**config.mk**
```make
export PLATFORM = sky130hd
export DESIGN_NAME = seq_ctrl
export DESIGN_NICKNAME = d
export VERILOG_FILES = /design/src/rtl/seq_ctrl.sv
export SDC_FILE = /design/constraint.sdc
export NUM_CORES = 1
export LEC_CHECK = 0
export ABC_CLOCK_PERIOD_IN_PS = 1700
export BUFFER_PORTS_ARGS = -buffer_cell sky130_fd_sc_hd__buf_2
export CORE_MARGIN = 2
export CORE_UTILIZATION = 45
export DETAILED_ROUTE_END_ITERATION = 8
export PLACE_DENSITY = 0.66
export SYNTH_ARGS = -nofsm -noshare
export SYNTH_HDL_FRONTEND = slang
export SYNTH_SLANG_ARGS = --single-unit
```
**constraint.sdc**
```tcl
create_clock -name clk -period 1.7 [get_ports clk]
set_clock_uncertainty 0.15 [all_clocks]
set_input_delay 0.425 -clock clk [delete_from_list [all_inputs] [get_ports clk]]
set_output_delay 0.425 -clock clk [all_outputs]
set_load 0.02 [all_outputs]
```
**src/rtl/seq_ctrl.sv**
```systemverilog
// seq_ctrl: button-driven sequence controller for the LED counter datapath.
//
// Conditions the raw centre button (two-flop synchronizer, counting
// debouncer, rising-edge press detect) and runs an IDLE/RUN/PAUSE state
// machine. A prescaler produces a one-cycle step strobe every TICK_DIV
// cycles while running. Entering RUN reseeds the datapath through a
// one-cycle load strobe. Each resume from PAUSE advances the mode.
//
// Parameters:
//   DB_CYCLES  consecutive differing samples needed to accept a button change
//   TICK_DIV   clock cycles per step strobe (>= 2)
//   NUM_MODES  number of sequence modes (1..4)
//
// Ports:
//   clk      in   system clock, rising edge
//   sw       in   synchronous active-high reset
//   btnC     in   raw asynchronous bouncing push button
//   step     out  one-cycle strobe: datapath advances one position
//   load     out  one-cycle strobe: datapath reloads the seed for mode
//   mode     out  current sequence select, 0..NUM_MODES-1
//   running  out  high while in RUN
module seq_ctrl #(
    parameter int DB_CYCLES = 4,
    parameter int TICK_DIV  = 8,
    parameter int NUM_MODES = 4
) (
    input  logic       clk,
    input  logic       sw,
    input  logic       btnC,
    output logic       step,
    output logic       load,
    output logic [1:0] mode,
    output logic       running
);

    localparam int DW = $clog2(DB_CYCLES) + 1;
    localparam int TW = $clog2(TICK_DIV);
    localparam logic [DW-1:0] DB_MAX   = DW'(DB_CYCLES - 1);
    localparam logic [TW-1:0] TICK_MAX = TW'(TICK_DIV - 1);
    localparam logic [1:0]    MODE_MAX = 2'(NUM_MODES - 1);

    typedef enum logic [1:0] {
        IDLE  = 2'd0,
        RUN   = 2'd1,
        PAUSE = 2'd2
    } state_t;

    logic          sync1_r;
    logic          b_sync_r;
    logic          b_stable_r;
    logic          b_stable_d_r;
    logic          press_r;
    logic [DW-1:0] db_cnt_r;

    state_t        state_r;
    state_t        state_s;
    logic [1:0]    mode_r;
    logic [1:0]    mode_s;
    logic          load_r;
    logic          load_s;
    logic [TW-1:0] tick_r;
    logic [TW-1:0] tick_s;
    logic [1:0]    next_mode_s;

    // Button conditioning: synchronizer, counting debouncer and press detect.
    always_ff @(posedge clk) begin
        if (sw) begin
            sync1_r      <= 1'b0;
            b_sync_r     <= 1'b0;
            b_stable_r   <= 1'b0;
            b_stable_d_r <= 1'b0;
            press_r      <= 1'b0;
            db_cnt_r     <= '0;
        end else begin
            sync1_r  <= btnC;
            b_sync_r <= sync1_r;
            // Any agreeing sample restarts the count, so only an unbroken
            // run of DB_CYCLES differing samples flips the stable level.
            if (b_sync_r != b_stable_r) begin
                if (db_cnt_r == DB_MAX) begin
                    b_stable_r <= ~b_stable_r;
                    db_cnt_r   <= '0;
                end else begin
                    db_cnt_r   <= db_cnt_r + DW'(1);
                end
            end else begin
                db_cnt_r <= '0;
            end
            b_stable_d_r <= b_stable_r;
            press_r      <= b_stable_r & ~b_stable_d_r;
        end
    end

    // Mode to use on resume; a single-mode build stays at 0.
    always_comb begin
        next_mode_s = 2'd0;
        if (mode_r == MODE_MAX) begin
            next_mode_s = 2'd0;
        end else begin
            next_mode_s = mode_r + 2'd1;
        end
    end

    // Next-state, mode, load and prescaler logic.
    always_comb begin
        state_s = state_r;
        mode_s  = mode_r;
        load_s  = 1'b0;
        tick_s  = tick_r;
        case (state_r)
            IDLE: begin
                tick_s = '0;
                if (press_r) begin
                    state_s = RUN;
                    mode_s  = 2'd0;
                    load_s  = 1'b1;
                end else begin
                    state_s = IDLE;
                end
            end
            RUN: begin
                // The wrap also applies when a press lands on the tick
                // cycle, so PAUSE is entered with tick at 0.
                if (tick_r == TICK_MAX) begin
                    tick_s = '0;
                end else begin
                    tick_s = tick_r + TW'(1);
                end
                if (press_r) begin
                    state_s = PAUSE;
                end else begin
                    state_s = RUN;
                end
            end
            PAUSE: begin
                if (press_r) begin
                    state_s = RUN;
                    mode_s  = next_mode_s;
                    load_s  = 1'b1;
                    tick_s  = '0;
                end else begin
                    state_s = PAUSE;
                    tick_s  = tick_r;
                end
            end
            default: begin
                state_s = IDLE;
                mode_s  = 2'd0;
                tick_s  = '0;
            end
        endcase
    end

    // FSM, mode, load and prescaler registers.
    always_ff @(posedge clk) begin
        if (sw) begin
            state_r <= IDLE;
            mode_r  <= 2'd0;
            load_r  <= 1'b0;
            tick_r  <= '0;
        end else begin
            state_r <= state_s;
            mode_r  <= mode_s;
            load_r  <= load_s;
            tick_r  <= tick_s;
        end
    end

    assign running = (state_r == RUN);
    assign step    = (state_r == RUN) && (tick_r == TICK_MAX);
    assign load    = load_r;
    assign mode    = mode_r;

endmodule

```
# Word level (Yosys, flattened, before mapping)
# Cells that the tools add are included.
# Widths: inputs -> output; s select.
[word_totals]
regBits = 16
latchBits = 0
ram_bits = 0
rom_bits = 0
inputBits = 3
output_inout_bits = 5
n_memories = 0
[op_classes]
n_addsub = 3
multipliers = 0
n_div = 0
n_lt_le_gt_ge = 0
n_eq_ne = 8
shift = 0
mux = 12
n_bitwise = 6
n_reduce_logical = 7
[op_table]
columns = ["op", "n"]
rows = [
  ["$pmux 2 s3", 2],
  ["$mux 2", 5],
  ["$add 3x1->3 const B", 2],
  ["$mux 3", 2],
  ["$pmux 3 s2", 1],
  ["$not 1->1", 5],
  ["$eq 2x2->1 const B", 2],
  ["$ne 2x2->1 const B", 2],
  ["$reduce_or 2->1", 2],
  ["$eq 3x2->1 const B", 1],
  ["$eq 3x3->1 const B", 1],
  ["$reduce_and 3->1", 1],
  ["$reduce_or 3->1", 1],
  ["$add 2x1->2 const B", 1],
  ["$eq 2x1->1 const B", 1],
  ["$logic_not 2->1", 1],
  ["$mux 1", 2],
  ["$reduce_and 2->1", 1],
  ["$and 1x1->1", 1],
  ["$logic_and 1x1->1", 1],
  ["$ne 1x1->1", 1],
]

# Longest topological paths before layout
[logic_depth]
depth_word = 4
mapped_depth = 4
ltp_nobuf = 4

# Least setup slack after synthesis
# OpenSTA, ideal clock, no wires.
[synth_path]
path_kind = "reg2out"
from = "register state_r[1]"
to = "output port step"
t_arrival_ns = 0.941
required_ns = 1.125
slack_ns = 0.184
stages_incl_launch_ff = 4
path_buffers = 1
path_cell_list = "dfxtp_1 -> buf_6 -> and2b_2 -> and2_1"
[synth_between]
elab_chain_len = 2
[synth_rtl]
columns = ["element", "line", "text"]
rows = [
  ["from (decl)", "55", "state_t state_r;"],
  ["from (signal assigned)", "162", "state_r <= state_s;"],
  ["$eq 2x1->1", "--", ""],
  ["net running", "33", "output logic running"],
  ["$logic_and 1x1->1", "170", "assign step = (state_r == RUN) && (tick_r == TICK_MAX);"],
  ["to (decl)", "30", "output logic step,"],
]
# The timed path passes the listed nets, and every way through them passes these cells.

# Final worst setup path
[layout_path]
from = "register tick_r[1]"
to = "output port step"
[layout_between]
elab_chain_len = 2
[layout_rtl]
columns = ["element", "line", "text"]
rows = [
  ["from (decl)", "61", "logic [TW-1:0] tick_r;"],
  ["from (signal assigned)", "165", "tick_r <= tick_s;"],
  ["$eq 3x3->1", "170", ""],
  ["$logic_and 1x1->1", "170", ""],
]
# No other way between the ends.

==> results.cfg <==
[placed_design]
dp_hpwl_um = 630
placedCellCount = 82
place_worst_setup_slack_ps = 158
numPortBuffers = 7
gp_congestion = 0.638
place_area_sq_um = 714

[global_route]
grt_pass1_vias = 411
gr-usage-all-layers_pct = 14.5
grt_antenna_before_repair = 0
grt_pass1_wl_mm = 1.90
gr-total-overflow = 0
grt_max_degree = 18

[worst_setup_path]
required_ps = 1120
reg2regPathDepth = 4
cp-endpoint = step
startpoint_type = flop
crit_path_top_delay_cell = dfxtp_2
timing.rr.end = tick_r[0]$_SDFFE_PP0P_
cp_slowest_stage_delay_ps = 350
path_cells = ha_4 > ha_4 > and2_4 > buf_6
crit_fanout = 2
cp.arrival_ps = 1190
critical_path_class = flop to output port
rrSetupSlack_ps = 210
cp_common_cell = ha_4
rr_startpoint = tick_r[1]$_SDFFE_PP0P_
critPathCaptureType = output port
setup.worst_path.start = tick_r[1]$_SDFFE_PP0P_

[final_layout]
area_growth_pct = 19.4
n_fill_cell = 129
fin_nets = 81
fin_util_pct = 59.6
diodes = 0
drive_above_1_share_pct = 29.2
register_area_sq_um = 323
layout_common_cells = 14 x dfxtp_1, 6 x buf_2, 5 x a21oi_1, 4 x nor2b_1, 4 x nand3b_1
fin_cells = 87
layout_commonest_cell = dfxtp_1
fin_area_sq_um = 795
multi_input_area_sq_um = 342

[yosys]
syn-num-nets = 69
synth_top_family_by_area = simple AND/OR/NAND/NOR gates
synthCells = 61
synth.area.mux_share_pct = 3.20
synth-compound-area-share_pct = 6.39
ys_seq_area_share_pct = 48.1
synth_cell_types = 24
synthAdderAreaFrac_pct = 9.40
synth-xor-area-share_pct = 1.32
syn_area_sq_um = 666
ys_seq_elements = 16
avgSynthCellArea_sq_um = 10.9
ys_warn_count = 0
synth_simple_gate_area_share_pct = 26.9

[cts]
root_buffer = clkbuf_4
cts_buffer_depth = 2
h-tree-depth = 1
cts_tree = built
postCtsHoldBufs = 0
cts.sink_count = 16
cts_inserted_buffers = 3
clk_pin_slew_worst_paths_ps = 90
clk-insertion-delay-late_ps = 280

[sta]
setup-tns-final_ps = -60.0
min_period_over_period_pct = 104
slew_violations = 0
worstMarginPinSlew_ps = 288
final_hold_viol_count = 0
fin_ws_ps = -60.0
slew_headroom_pct = 80.8
fmax_mhz = 568
post-route-min-period_ps = 1760
grt_setup_unrepaired = yes
setup_violations = 1

[job]
maxCapViolCount = 0

[routing]
vias = 461
drtPass1Iterations = 3
met2WireLength_um = 469
drt_wl_total_mm = 1.03
drc = 0
wl_met3_um = 42
wire_per_inst_um = 11.9
highest_layer = met4
wl_met1_um = 499
drt_iter0_markers = 4
routed_via_density = 5.30
drtAntennaViolNets = 0

[run_status]
status = finished with violations
violations = negative setup slack

[min_path]
hold_class = input pin to flop

[die]
fp-row-count = 13
die_w_um = 42.5
die-area_sq_um = 1800
die_h_um = 42.5
core_area_sq_um = 1330
initial_core_util_pct = 49.9
pin_count = 8

[power]
peakVddDrop_mv = 0.423
p_per_area_nw_per_um2 = 797
power_leakage_nw = 0.308
-- metrics by stage --
stage          total power [W]  hold slack (ps)
2_1_floorplan         0.000395              217
3_3_place_gp          0.000400              222
3_5_place_dp          0.000400              226
4_1_cts               0.000641              195
5_1_grt               0.000667              200
6_report              0.000633              199
-- sequential cells by signal, summed over array words and instances (netlist names) --
name / flops
sync1_r: 1
load: 1
b_stable_d_r: 1
state_r: 2
b_stable_r: 1
tick_r: 3
b_sync_r: 1
mode: 2
press_r: 1
db_cnt_r: 3
-- kinds of logic (layout without fill, tap and decap cells) --
logic type	Yosys count	in the layout
AND/OR/NAND/NOR	24	24
buffers and inverters	6	17
AO/OA/AOI/OAI	7	7
multiplexers	2	2
adder cells (fa/ha/maj)	5	5
flip-flops	16	16
XOR/XNOR	1	1
-- Yosys cell counts (all sizes together) --
master | number | area (sq um)
o32ai | 2 | 17.5
dfxtp | 16 | 320
inv | 3 | 11.3
mux2i | 1 | 10.0
buf | 2 | 16.3
ha | 5 | 62.6
or3 | 1 | 6.26
or4bb | 1 | 11.3
nor2 | 2 | 7.51
clkbuf | 1 | 3.75
or4b | 1 | 10.0
nand4bb | 2 | 22.5
or3b | 2 | 17.5
and2b | 1 | 8.76
xnor2 | 1 | 8.76
nor4b | 1 | 8.76
mux2 | 1 | 11.3
a21oi | 5 | 25.0
and2 | 1 | 6.26
nor2b | 4 | 25.0
nor4 | 2 | 12.5
nand3b | 4 | 30.0
nand2b | 2 | 12.5
-- where the power goes --
group           total, W  switching [W]  internal (W)  leakage (nW)
registers       0.000378     0.00000111      0.000377         0.130
clock network   0.000243       0.000113      0.000130        0.0210
logic          0.0000123     0.00000740    0.00000487         0.157
total           0.000633       0.000121      0.000512         0.308
-- worst min-delay path by stage --
stage                            startpoint                 end  slack [ps]  cells past startpoint
finish                                 btnC  sync1_r$_SDFF_PP0_         200                      2
global route                           btnC  sync1_r$_SDFF_PP0_         200                      2
CTS                                    btnC  sync1_r$_SDFF_PP0_         190                      2
detailed placement  b_stable_d_r$_SDFF_PP0_  press_r$_SDFF_PP0_         230                      1
global placement    b_stable_d_r$_SDFF_PP0_  press_r$_SDFF_PP0_         220                      1
floorplan           b_stable_d_r$_SDFF_PP0_  press_r$_SDFF_PP0_         220                      1
-- layout make-up --
class / instances / area share [%]
Multi-Input combinational cell: 39 / 43.0
Inverter: 3 / 1.42
Tap cell: 15 / 2.36
Clock buffer: 4 / 4.57
Sequential cell: 16 / 40.6
Timing Repair Buffer: 10 / 8.03
-- layer usage --
layer	track usage (%)	up-vias
met4	7.50	0
met2	20.9	8
met3	5.17	4
met1	18.8	207
li1	-	242
met5	0	-
-- worst max-delay path: cells and delay by family (launching register included) --
family	cells	cell delay [ps]
and+or+nand+nor	1	130
adders and majority gates	2	310
buffers and inverters	1	120
DFF	1	350
-- repair_timing --
action,4_1_cts,5_1_grt
resized for setup,9,0
setup endpoints to repair,1,1
pin swaps,0,1
buffers inserted,1,0
Power figures use the tool's default switching activity.
